## config.mk

```make
export PLATFORM = sky130hd
export DESIGN_NAME = pipe_fetch_unit_flat
export DESIGN_NICKNAME = d
export VERILOG_FILES = /design/src/rtl/pipe_fetch_unit_pkg.sv /design/src/rtl/pipe_fetch_unit_if.sv /design/src/rtl/pipe_fetch_predecode.sv /design/src/rtl/pipe_fetch_unit.sv /design/src/flat_wrapper.sv
export SDC_FILE = /design/constraint.sdc
export NUM_CORES = 1
export LEC_CHECK = 0
export CAP_MARGIN = 20
export CORE_ASPECT_RATIO = 0.7
export CORE_UTILIZATION = 44
export CTS_CLUSTER_SIZE = 25
export DETAILED_ROUTE_END_ITERATION = 8
export GPL_ROUTABILITY_DRIVEN = 0
export HOLD_SLACK_MARGIN = 0.03
export PLACE_DENSITY = 0.85
export SYNTH_ARGS = -nofsm -noshare
export SYNTH_HDL_FRONTEND = slang
export SYNTH_SLANG_ARGS = --single-unit
```

## constraint.sdc

```tcl
create_clock -name clk -period 2 [get_ports clk]
set_clock_uncertainty 0.1 [all_clocks]
set_input_delay 0.6 -clock clk [delete_from_list [all_inputs] [get_ports clk]]
set_output_delay 0.6 -clock clk [all_outputs]
set_load 0.03 [all_outputs]
```

## src/rtl/pipe_fetch_unit_pkg.sv

```systemverilog
// Shared widths, bubble word, pc_sel codes and control-transfer
// opcode classes (same encodings the CCG3 decoder uses).
package pipe_fetch_unit_pkg;

  localparam int PC_W    = 8;
  localparam int INSTR_W = 16;
  localparam int OP_W    = 8;
  localparam int OP_HI   = 15;
  localparam int OP_LO   = 8;

  localparam logic [PC_W-1:0]    RESET_PC_DEF  = 8'h00;
  localparam int                 BR_SHADOW_DEF = 3;
  localparam logic [INSTR_W-1:0] NOP_WORD      = 16'h0000;

  localparam logic [1:0] SEL_NONE  = 2'b00;
  localparam logic [1:0] SEL_OD    = 2'b01;
  localparam logic [1:0] SEL_STACK = 2'b10;
  localparam logic [1:0] SEL_ACC   = 2'b11;

  typedef enum logic {
    RUN,
    WAIT_BR
  } fetch_state_e;

  // control transfers: 03, 04..07, 08..0F, 28..2F, 30..3F, 48..4F
  localparam int N_CT = 6;
  localparam logic [N_CT-1:0][OP_W-1:0] CT_MASK =
    {8'hFF, 8'hFC, 8'hF8, 8'hF8, 8'hF0, 8'hF8};
  localparam logic [N_CT-1:0][OP_W-1:0] CT_VAL =
    {8'h03, 8'h04, 8'h08, 8'h28, 8'h30, 8'h48};

  // conditional families carry a flag selector in [2:0]
  localparam int N_CC = 3;
  localparam logic [N_CC-1:0][OP_W-1:0] CC_MASK =
    {8'hF8, 8'hF8, 8'hF8};
  localparam logic [N_CC-1:0][OP_W-1:0] CC_VAL =
    {8'h08, 8'h28, 8'h48};

  function automatic logic op_match(
    input logic [OP_W-1:0] op,
    input logic [OP_W-1:0] mask,
    input logic [OP_W-1:0] val
  );
    return (op & mask) == val;
  endfunction

  function automatic logic is_ctrl_op(input logic [OP_W-1:0] op);
    logic hit;
    hit = 1'b0;
    for (int i = 0; i < N_CT; i++)
      hit = hit | op_match(op, CT_MASK[i], CT_VAL[i]);
    return hit;
  endfunction

  function automatic logic is_cond_op(input logic [OP_W-1:0] op);
    logic hit;
    hit = 1'b0;
    for (int i = 0; i < N_CC; i++)
      hit = hit | op_match(op, CC_MASK[i], CC_VAL[i]);
    return hit;
  endfunction

endpackage

```

## src/rtl/pipe_fetch_unit_if.sv

```systemverilog
// Fetch front-end bus: program memory, CCG1 outputs, CCG3 PC-load inputs.
// master = fetch unit, slave = pipeline/memory side. stall with PIPE_FETCH_STALL_EN.
interface pipe_fetch_unit_if;
  import pipe_fetch_unit_pkg::*;

  logic [PC_W-1:0]    imem_addr;
  logic [INSTR_W-1:0] imem_rdata;
  logic [3:0]         flags;
  logic               L_PC;
  logic [1:0]         pc_sel;
  logic [PC_W-1:0]    od_target;
  logic [PC_W-1:0]    acc_target;
  logic [PC_W-1:0]    stack_target;
  logic [INSTR_W-1:0] segment;
  logic               FL;
  logic [PC_W-1:0]    PC_in;
  logic               br_pending;
`ifdef PIPE_FETCH_STALL_EN
  logic               stall;

  modport master (
    output imem_addr, segment, FL, PC_in, br_pending,
    input  imem_rdata, flags, L_PC, pc_sel,
    input  od_target, acc_target, stack_target, stall
  );
  modport slave (
    input  imem_addr, segment, FL, PC_in, br_pending,
    output imem_rdata, flags, L_PC, pc_sel,
    output od_target, acc_target, stack_target, stall
  );
`else
  modport master (
    output imem_addr, segment, FL, PC_in, br_pending,
    input  imem_rdata, flags, L_PC, pc_sel,
    input  od_target, acc_target, stack_target
  );
  modport slave (
    input  imem_addr, segment, FL, PC_in, br_pending,
    output imem_rdata, flags, L_PC, pc_sel,
    output od_target, acc_target, stack_target
  );
`endif

endinterface

```

## src/rtl/pipe_fetch_predecode.sv

```systemverilog
// Combinational pre-decode: control-transfer detect and FL evaluation.
// In: opcode, flags {S,Z,P,C}. Out: is_ctrl, fl.
module pipe_fetch_predecode
  import pipe_fetch_unit_pkg::*;
(
  input  logic [OP_W-1:0] opcode,
  input  logic [3:0]      flags,
  output logic            is_ctrl,
  output logic            fl
);

  // opcode[2] set means "branch if flag clear"
  always_comb begin
    is_ctrl = is_ctrl_op(opcode);
    fl      = 1'b0;
    if (is_cond_op(opcode))
      fl = flags[opcode[1:0]] ^ opcode[2];
  end

endmodule

```

## src/rtl/pipe_fetch_unit.sv

```systemverilog
// Fetch front end: PC, program-memory read, branch bubbling, CCG3 PC loads.
// Ports: clk, rst (async high), bus (pipe_fetch_unit_if.master). Option: PIPE_FETCH_STALL_EN.
module pipe_fetch_unit
  import pipe_fetch_unit_pkg::*;
#(
  parameter logic [PC_W-1:0] RESET_PC  = RESET_PC_DEF,
  parameter int              BR_SHADOW = BR_SHADOW_DEF
) (
  input logic               clk,
  input logic               rst,
  pipe_fetch_unit_if.master bus
);

  localparam int CNT_W = $clog2(BR_SHADOW + 1);

  fetch_state_e       state;
  logic [PC_W-1:0]    pc;
  logic [PC_W-1:0]    pc_inc;
  logic [PC_W-1:0]    tgt;
  logic [CNT_W-1:0]   cnt;
  logic [INSTR_W-1:0] seg_q;
  logic [PC_W-1:0]    pcin_q;
  logic               fl_q;
  logic               pend_q;
  logic               is_ctrl;
  logic               fl_val;
  logic               load;
  logic               hold;

  assign bus.imem_addr  = pc;
  assign bus.segment    = seg_q;
  assign bus.FL         = fl_q;
  assign bus.PC_in      = pcin_q;
  assign bus.br_pending = pend_q;

  assign pc_inc = pc + PC_W'(1);

`ifdef PIPE_FETCH_STALL_EN
  assign hold = bus.stall;
`else
  assign hold = 1'b0;
`endif

  pipe_fetch_predecode u_predecode (
    .opcode  (bus.imem_rdata[OP_HI:OP_LO]),
    .flags   (bus.flags),
    .is_ctrl (is_ctrl),
    .fl      (fl_val)
  );

  always_comb begin
    load = bus.L_PC && (bus.pc_sel != SEL_NONE);
    tgt  = pc;
    unique case (bus.pc_sel)
      SEL_OD:    tgt = bus.od_target;
      SEL_ACC:   tgt = bus.acc_target;
      SEL_STACK: tgt = bus.stack_target;
      default:   tgt = pc;
    endcase
  end

  // A PC load beats stall and kills whatever was fetched this cycle.
  always_ff @(posedge clk or posedge rst) begin
    if (rst) begin
      pc     <= RESET_PC;
      state  <= RUN;
      cnt    <= '0;
      seg_q  <= NOP_WORD;
      fl_q   <= 1'b0;
      pcin_q <= '0;
      pend_q <= 1'b0;
    end else if (load) begin
      pc     <= tgt;
      state  <= RUN;
      cnt    <= '0;
      seg_q  <= NOP_WORD;
      fl_q   <= 1'b0;
      pcin_q <= '0;
      pend_q <= 1'b0;
    end else if (!hold) begin
      unique case (state)
        RUN: begin
          seg_q  <= bus.imem_rdata;
          fl_q   <= fl_val;
          pcin_q <= pc_inc;
          pc     <= pc_inc;
          if (is_ctrl) begin
            state  <= WAIT_BR;
            cnt    <= CNT_W'(BR_SHADOW);
            pend_q <= 1'b1;
          end
        end
        WAIT_BR: begin
          seg_q  <= NOP_WORD;
          fl_q   <= 1'b0;
          pcin_q <= '0;
          cnt    <= cnt - CNT_W'(1);
          // last shadow cycle: fall through
          if (cnt <= CNT_W'(1)) begin
            state  <= RUN;
            cnt    <= '0;
            pend_q <= 1'b0;
          end
        end
        default: begin
          state  <= RUN;
          pend_q <= 1'b0;
        end
      endcase
    end
  end

endmodule

```

## src/flat_wrapper.sv

```systemverilog
// flat-port wrapper written by rule: the top's interface ports become plain ports
module pipe_fetch_unit_flat import pipe_fetch_unit_pkg::*;
#(
  parameter logic [PC_W-1:0] RESET_PC  = RESET_PC_DEF,
  parameter int              BR_SHADOW = BR_SHADOW_DEF
)
  (clk, rst, bus_imem_addr, bus_segment, bus_FL, bus_PC_in, bus_br_pending, bus_imem_rdata, bus_flags, bus_L_PC, bus_pc_sel, bus_od_target, bus_acc_target, bus_stack_target);
  pipe_fetch_unit_if bus_i ();
  input logic clk;
  input logic rst;
  output wire logic [$bits(bus_i.imem_addr)-1:0] bus_imem_addr;
  output wire logic [$bits(bus_i.segment)-1:0] bus_segment;
  output wire logic [$bits(bus_i.FL)-1:0] bus_FL;
  output wire logic [$bits(bus_i.PC_in)-1:0] bus_PC_in;
  output wire logic [$bits(bus_i.br_pending)-1:0] bus_br_pending;
  input wire logic [$bits(bus_i.imem_rdata)-1:0] bus_imem_rdata;
  input wire logic [$bits(bus_i.flags)-1:0] bus_flags;
  input wire logic [$bits(bus_i.L_PC)-1:0] bus_L_PC;
  input wire logic [$bits(bus_i.pc_sel)-1:0] bus_pc_sel;
  input wire logic [$bits(bus_i.od_target)-1:0] bus_od_target;
  input wire logic [$bits(bus_i.acc_target)-1:0] bus_acc_target;
  input wire logic [$bits(bus_i.stack_target)-1:0] bus_stack_target;
  assign bus_imem_addr = bus_i.imem_addr;
  assign bus_segment = bus_i.segment;
  assign bus_FL = bus_i.FL;
  assign bus_PC_in = bus_i.PC_in;
  assign bus_br_pending = bus_i.br_pending;
  assign bus_i.imem_rdata = bus_imem_rdata;
  assign bus_i.flags = bus_flags;
  assign bus_i.L_PC = bus_L_PC;
  assign bus_i.pc_sel = bus_pc_sel;
  assign bus_i.od_target = bus_od_target;
  assign bus_i.acc_target = bus_acc_target;
  assign bus_i.stack_target = bus_stack_target;
  pipe_fetch_unit #(.RESET_PC(RESET_PC), .BR_SHADOW(BR_SHADOW)) u_core (.clk(clk), .rst(rst), .bus(bus_i));
endmodule
```

Word level (Yosys, flattened, before mapping)
Index checks and enable logic that the tools add are counted.
{"block": "totals", "output_inout_bits": 34, "word_cells": 61, "regBits": 37}
{"block": "classes", "n_reduce_logical": 4, "n_eq_ne": 13, "n_bitwise": 9, "muxes": 24, "n_lt_le_gt_ge": 2, "n_addsub": 2}
{"operator": "16-bit case mux with 2 select lines", "n": 1}
{"operator": "8-bit 2-to-1 mux", "n": 3}
{"operator": "8-bit case mux with 3 select lines", "n": 1}
{"operator": "16-bit 2-to-1 mux", "n": 1}
{"operator": "8-bit case mux with 2 select lines", "n": 1}
{"operator": "1-bit 2-to-1 mux", "n": 9}
{"operator": "8-bit by 1-bit adder with 8-bit output (second input constant)", "n": 1}
{"operator": "8-bit by 2-bit == test with 1-bit output (second input constant)", "n": 1}
{"operator": "1-bit bitwise OR", "n": 7}
{"operator": "6-bit by 1-bit == test with 1-bit output (second input constant)", "n": 1}
{"operator": "2-bit 2-to-1 mux", "n": 3}
{"operator": "1-bit case mux with 2 select lines", "n": 3}
{"operator": "5-bit by 1-bit == test with 1-bit output (second input constant)", "n": 1}
{"operator": "5-bit by 3-bit == test with 1-bit output (second input constant)", "n": 1}
{"operator": "5-bit by 4-bit == test with 1-bit output (second input constant)", "n": 1}
{"operator": "2-bit == test (second input constant)", "n": 2}
{"operator": "4-bit by 2-bit == test with 1-bit output (second input constant)", "n": 1}
{"operator": "4-bit != test (second input constant)", "n": 1}
{"operator": "2-bit case mux with 2 select lines", "n": 1}
{"operator": "2-bit AND reduction", "n": 2}
{"operator": "2-bit by 3-bit less-than comparator with 1-bit output (second input constant)", "n": 1}
{"operator": "3-bit by 1-bit != test with 1-bit output (second input constant)", "n": 1}
{"operator": "3-bit != test (second input constant)", "n": 1}
{"operator": "1-bit binary-select mux with 2-bit select", "n": 1}
{"operator": "8 further kinds", "n": 8}

Logic depth before layout (Yosys ltp)
Gate-level depths: netlist of the first run.
{"block": "logic_depth", "depth_word": 9, "depth_mapped": 6, "ltp_nobuf": 5}

Hierarchy
Synthesis of the first run repeated with hierarchy kept, for this count alone.
{"block": "unflattened", "cells_unflattened": 157, "area_unflattened_um2": 1719.1}
{"module": "pipe_fetch_unit", "area_each_um2": 1626.6, "cells_per_inst": 147, "seq_area_each_um2": 925.9, "n_inst": 1}
{"module": "pipe_fetch_predecode", "area_each_um2": 92.6, "cells_per_inst": 10, "seq_area_each_um2": 0.0, "n_inst": 1}

Worst setup path after synthesis of the first run
No wires, ideal clock.
{"block": "synth_timing", "path_kind": "input-to-reg", "from": "in bus_imem_rdata[8]", "to": "reg u_core.fl_q (netlist: u_core.bus.FL)", "arrival_ps": 1366, "path_slack_ps": 415, "cell_stages": 3, "path_buffers": 0, "setup_ps": 120, "t_required_ps": 1780, "cell_sequence": "mux4_2 -> xor2_1 -> and3_1"}
{"block": "synth_via", "elab_chain_cells": 6}
{"element": "from (decl)", "line": "flat_wrapper.sv:16", "source": "input wire logic [$bits(bus_i.imem_rdata)-1:0] bus_imem_rdata;"}
{"element": "1-bit binary-select mux with 2-bit select", "line": "pipe_fetch_predecode.sv:17", "source": "fl = flags[opcode[1:0]] ^ opcode[2];"}
{"element": "1-bit 2-to-1 mux (implied by the code)", "line": "pipe_fetch_predecode.sv:17"}
{"element": "1-bit XOR", "line": "pipe_fetch_predecode.sv:17"}
{"element": "1-bit 2-to-1 mux", "line": "pipe_fetch_predecode.sv:16", "source": "if (is_cond_op(opcode))"}
{"element": "1-bit case mux with 2 select lines", "line": "pipe_fetch_unit.sv:81", "source": "unique case (state)"}
{"element": "1-bit 2-to-1 mux", "line": "pipe_fetch_unit.sv:72", "source": "end else if (load) begin"}
{"element": "to (signal assigned)", "line": "pipe_fetch_unit.sv:84", "source": "fl_q <= fl_val;"}
{"element": "to (decl)", "line": "pipe_fetch_unit.sv:23", "source": "logic fl_q;"}
Every way passes these cells. The select of a mux whose other input is x is not followed.
A chain may end at the register's enable or synchronous reset.

Final worst setup path of the first run
{"block": "layout_timing", "from": "reg u_core.pcin_q[6] (netlist: u_core.bus.PC_in[6])", "to": "out bus_PC_in[6]"}
{"element": "from (decl)", "line": "pipe_fetch_unit.sv:22", "source": "logic [PC_W-1:0] pcin_q;"}
{"element": "from (signal assigned)", "line": "pipe_fetch_unit.sv:85", "source": "pcin_q <= pc_inc;"}
{"element": "to (decl)", "line": "flat_wrapper.sv:14", "source": "output wire logic [$bits(bus_i.PC_in)-1:0] bus_PC_in;"}
No word-level cell between the ends.

==> results of run 1 <==
-- worst min path at each step --
stage / endpoint / slack [ns] / from
6_report: u_core.bus.br_pending / 0.46 / u_core.bus.br_pending
5_1_grt: u_core.bus.br_pending / 0.48 / u_core.bus.br_pending
4_1_cts: u_core.bus.br_pending / 0.46 / u_core.bus.br_pending
3_5_place_dp: u_core.bus.br_pending / 0.45 / u_core.bus.br_pending
3_3_place_gp: u_core.bus.br_pending / 0.43 / u_core.bus.br_pending
2_1_floorplan: u_core.cnt[1] / 0.43 / u_core.cnt[1]
-- cell usage in the layout (no fill, tap or decap), drive strengths merged, types with 3 or more instances in the layout --
cell / instances
xnor2: 5
dfrtp: 37
and3: 18
clkbuf: 6
nand2: 7
inv: 3
buf: 22
dlymetal6s2s: 13
nand3: 4
nor3b: 3
nor2: 19
clkdlybuf4s50: 51
a21oi: 17
mux2i: 7
xor2: 5
o21ai: 7
dlygate4sd2: 18
-- cell type report --
class,instances,area share
clock inverter,2,0.0128
tap,52,0.0222
multi-input combinational,118,0.273
timing repair buffer,104,0.344
sequential,37,0.316
clock buffer,6,0.0282
inverter,3,0.00384
-- per-layer routing --
metal / up-vias / track usage / part of all wire
met5: - / 0 / 0
met4: 0 / 0.103 / 0.020
met3: 11 / 0.0410 / 0.073
met2: 68 / 0.342 / 0.47
met1: 737 / 0.296 / 0.44
li1: 792 / - / -
-- registers in the layout, summed over array words and instances, names as in the netlist --
| name | flops |
|---|---|
| u_core.cnt | 2 |
| u_core.state | 1 |
| u_core.bus.segment | 16 |
| u_core.bus.FL | 1 |
| u_core.bus.imem_addr | 8 |
| u_core.bus.br_pending | 1 |
| u_core.bus.PC_in | 8 |
-- stage by stage --
step                setup slack (ns)  total power, mW  utilization  hold WS, ns
global route                0.000627             2.88        0.748        0.485
global placement              -0.141             2.11        0.715        0.432
detailed placement            -0.178             2.13        0.715        0.449
floorplan                      0.415             1.62            -        0.427
finish                        0.0287             2.73        0.748        0.458
CTS                          0.00287             2.76        0.739        0.458
-- kinds of logic after synthesis --
logic type	Yosys count	synth area share
DFF	37	0.512
AOI/OAI and AO/OA	37	0.136
muxes	9	0.0574
buffers and inverters	13	0.0443
and+or+nand+nor	61	0.195
xor gates and xnor gates	10	0.0484
adders and majority gates	1	0.00692
-- cell usage after synthesis, drive strengths merged, types with 2 or more instances --
cell type	instances	area, um^2
a211oi	2	15.0
a21o	2	15.0
a21oi	17	88.8
a22oi	2	15.0
and3	18	113
buf	7	57.6
clkbuf	3	11.3
dfrtp	37	926
inv	3	11.3
mux2i	7	70.1
nand2	7	28.8
nand2b	2	12.5
nand3	4	37.5
nor2	19	71.3
nor2b	2	12.5
nor3	2	15.0
nor3b	3	22.5
nor4	2	27.5
o21a	2	22.5
o21ai	7	46.3
xnor2	5	43.8
xor2	5	43.8
-- power by group through the flow --
stage / Sequential, mW / Clock (mW) / Combinational (mW)
floorplan: 1.25 / 0 / 0.377
global placement: 0.954 / 0 / 1.16
detailed placement: 0.956 / 0 / 1.18
CTS: 0.939 / 0.683 / 1.14
global route: 0.951 / 0.720 / 1.20
finish: 0.936 / 0.671 / 1.12
==> flow_summary.ini, run 1 <==
[status]
status = finished, final reports clean

[setup_path]
r2r-start = u_core.bus.imem_addr[0]
criticalPathCategory = reg -> out
critPathArrivalTime_ns = 1.27
cp.depth = 1
crit_chain = clkdlybuf4s50_1
r2r_cells = 5
timing.rr.end = u_core.bus.PC_in[6]
slowest_delay_ns = 0.66
path_max_fanout = 1
crit_end = bus_PC_in[6]
critical_path.top_delay_family = buffers and inverters
crit_slowest_cell = clkdlybuf4s50_1
critPathLaunchType = flop
cp-end-kind = output pin
r2r_setup_slack_ns = 0.47
path_buf_inv = 1
cp-startpoint = u_core.bus.PC_in[6]
required_ns = 1.30

[detailed_routing]
via_per_inst = 4.99
drc = 0
vias = 1608
dr.pass1.iters = 4
final_antenna_net_count = 0
wl_per_cell_um = 13.6
drt_iter0_drc = 54
drt-total-wl_um = 4360

[finish]
drive_above_1_share = 0.144
fin_nets = 319
design_area_um2 = 2930
fillers = 281
diodes = 0
final-instance-count-excl-fill = 322
seq_area_um2 = 926
multi_input_area_um2 = 802
syn_to_final_growth_pct = 62.2

[power_and_ir_drop]
swShare = 0.354
p_clk_frac = 0.246
p_leak_nw = 1.51
p_sw_uw = 965
p_comb_frac = 0.412
seq_power_share = 0.343
power_density_nw_per_um2 = 931
p_int_mw = 1.77
irDropWorstVdd_mv = 0.826

[sta]
period_needed_ns = 1.97
period_share = 0.986
slew_viol_final = 0
tns_ns = 0
hold_viol = 0
clock.fmax_mhz = 507
slew_headroom = 0.773
rsz0062_at_grt = no
setup_viol_count_final = 0
tightest_slew_ns = 0.340

[logic_synthesis]
ys_warn_count = 0
synth_ff_type = dfrtp_1
synth-edff-count = 0
synth_cell_types = 43
syn-num-nets = 218
synthCells = 168
ys_ff_latch = 37
synthArstFlopShare = 1.00
synth_area_per_cell_um2 = 10.8
ys_seq_area_frac = 0.512
synthesis.area_um2 = 1810

[cts]
cts_buffers = 5
cts_tree = built
cts_sinks = 37
clk_pin_slew_ns = 0.07
clockBufferDepth = 2
clock_latency_ns = 0.29
hold_buffers = 0
cts-root-buf = clkbuf_8
h-tree-depth = 2
cts_resized = 18
cts_setup_buffers = 0

[floorplan]
initial_utilization = 0.461
dieArea_um2 = 4370
rows = 19
coreArea_um2 = 3920
io_pins = 83
die_h_um = 55.6
die_w_um = 78.6

[global_routing]
grt_pass1_wl_um = 7100
grt.total_usage = 0.219
antenna_found_initial = 0
grt_overflow = 0
grt_pass1_vias = 1537
grt_max_degree = 38

[place]
placedCellCount = 314
hpwl_um = 3260
port_buffers = 82
dpl_cell_area_um2 = 2800

[min_path]
min_path_cells = 2
min_path_type = reg -> reg

[job]
maxCapViolCount = 0
Power figures use the tool's default switching activity.
==> inputs of run 2 (changes only) <==
--- a/config.mk
+++ b/config.mk
@@ -13,6 +13,7 @@
 export GPL_ROUTABILITY_DRIVEN = 0
 export HOLD_SLACK_MARGIN = 0.03
 export PLACE_DENSITY = 0.85
+export RECOVER_POWER = 50
 export SYNTH_ARGS = -nofsm -noshare
 export SYNTH_HDL_FRONTEND = slang
 export SYNTH_SLANG_ARGS = --single-unit
==> run 2 against run 1 <==
Total power decreased by 1.9%; critical path depth did not move; largest power group unchanged; combinational power decreased by 4%; die area unchanged; critical path type unchanged; via count is 0.25% higher; register-to-register slack about the same; cell area decreased by 4.4%; wire length up 0.76%; clock power hardly changed; utilization is 3.3 points lower; worst setup slack about the same; flip-flop and latch count is the same.
==> flow_summary.ini, run 2 (synthesis gave the netlist of run 1 again) <==
[status]
status = finished, final reports clean

[setup_path]
r2r_cells = 5
cp-end-kind = output pin
criticalPathCategory = reg -> out
critical_path.top_delay_family = buffers and inverters
crit_slowest_cell = clkdlybuf4s50_1
crit_chain = clkdlybuf4s50_1
required_ns = 1.30
critPathArrivalTime_ns = 1.27
r2r-start = u_core.bus.imem_addr[0]
critPathLaunchType = flop
slowest_delay_ns = 0.66
timing.rr.end = u_core.bus.PC_in[6]
cp.depth = 1
path_buf_inv = 1
cp-startpoint = u_core.bus.PC_in[6]
crit_end = bus_PC_in[6]
r2r_setup_slack_ns = 0.46
path_max_fanout = 1

[global_routing]
grtUsageMet2 = 0.342
grt.total_usage = 0.219
grt_pass1_wl_um = 7100
grt_max_degree = 38
top_usage_layer = met2
met1_usage = 0.296
grt_pass1_vias = 1537
grt_overflow = 0
grtUsageMet3 = 0.0410
antenna_found_initial = 0

[detailed_routing]
drt_iter0_drc = 80
drt-total-wl_um = 4400
vias = 1612
drc = 0
wl_per_cell_um = 13.7
final_antenna_net_count = 0
dr.pass1.iters = 4
via_per_inst = 5.01

[min_path]
min_path_cells = 2
min_path_type = reg -> reg
hp-start = u_core.bus.br_pending

[finish]
drive_above_1_share = 0.144
final_common_cell = clkdlybuf4s50_1
fin_nets = 319
largest_reg_flops = 16
fillers = 301
diodes = 0
final_cell_mix = 50 x clkdlybuf4s50_1, 37 x dfrtp_1, 21 x buf_4, 19 x nor2_1
syn_to_final_growth_pct = 55.1
design_area_um2 = 2800

[cts]
clockBufferDepth = 2
clk_pin_slew_ns = 0.07
cts-root-buf = clkbuf_8
clock_latency_ns = 0.29
hold_buffers = 0
cts_sinks = 37
cts_tree = built
cts_setup_buffers = 0
cts_buffers = 5
h-tree-depth = 2

[sta]
rsz0062_at_grt = no
tightest_slew_ns = 0.856
hold_viol = 0
clock.fmax_mhz = 507
slew_viol_final = 0
period_share = 0.986
slew_headroom = 0.429
hold_ws_ns = 0.457
period_needed_ns = 1.97
setup_viol_count_final = 0

[place]
dpl_cell_area_um2 = 2800
port_buffers = 82
hpwl_um = 3260

[floorplan]
die_h_um = 55.6
rows = 19
dieArea_um2 = 4370
coreArea_um2 = 3920
initial_utilization = 0.461
io_pins = 83
die_w_um = 78.6

[power_and_ir_drop]
power_density_nw_per_um2 = 955
p_leak_nw = 1.29
irDropWorstVdd_mv = 0.819
finalPower_mw = 2.68

[job]
maxCapViolCount = 0
run 2: layout make-up:
class / count / area (um^2) / share of cell area
clock buffer: 6 / 82.6 / 0.0295
tap: 52 / 65.1 / 0.0232
timing repair buffer: 104 / 880 / 0.314
sequential: 37 / 926 / 0.330
inverter: 3 / 11.3 / 0.00402
clock inverter: 2 / 37.5 / 0.0134
multi-input combinational: 118 / 802 / 0.286
run 2: worst min path at each step:
stage,end,slack [ns]
after floorplan,u_core.cnt[1],0.43
after global placement,u_core.bus.br_pending,0.43
after detailed placement,u_core.bus.br_pending,0.45
after CTS,u_core.bus.br_pending,0.46
after global routing,u_core.bus.br_pending,0.48
final,u_core.bus.br_pending,0.46
run 2: what timing repair did:
| action | CTS | global route |
|---|---|---|
| gates resized for setup | 18 | 13 |
| setup endpoints to repair | 18 | 13 |
| hold endpoints to repair | 0 | 0 |
| pin swaps | 0 | 0 |
run 2: worst reg2reg max path, stage by stage, from the launching register on:
cell     delay (ns)
dfrtp_1        0.36
buf_4          0.15
ha_1           0.25
nand2_1        0.13
or3_1          0.33
a21oi_1        0.16
run 2: where the power goes:
group	internal (mW)	total, mW	switching (mW)
registers	0.881	0.937	0.0562
clock network	0.405	0.671	0.266
logic	0.425	1.07	0.646
run 2: metrics by stage:
stage / setup slack, ns / cells / util / setup TNS [ns]
after CTS: 0.00287 / 322 / 0.739 / 0
final: 0.0288 / 322 / 0.715 / 0
after floorplan: 0.415 / 168 / - / 0
after global placement: -0.141 / 314 / 0.715 / -0.770
after global routing: 0.000627 / 322 / 0.715 / 0
after detailed placement: -0.178 / 314 / 0.715 / -1.27
run 2: metal layers:
layer	share of wire	vias to the layer above	wire length, um
met3	0.074	11	327
met5	0	-	0
met2	0.47	72	2050
met4	0.020	0	88
met1	0.44	735	1930
li1	-	794	-
==> inputs of run 3 (changes only) <==
--- a/config.mk
+++ b/config.mk
@@ -14,6 +14,7 @@
 export HOLD_SLACK_MARGIN = 0.03
 export PLACE_DENSITY = 0.85
 export RECOVER_POWER = 50
+export SKIP_LAST_GASP = 1
 export SYNTH_ARGS = -nofsm -noshare
 export SYNTH_HDL_FRONTEND = slang
 export SYNTH_SLANG_ARGS = --single-unit
==> results of run 3 <==
No change in the layout: final DEF, timing and power equal those of run 2.
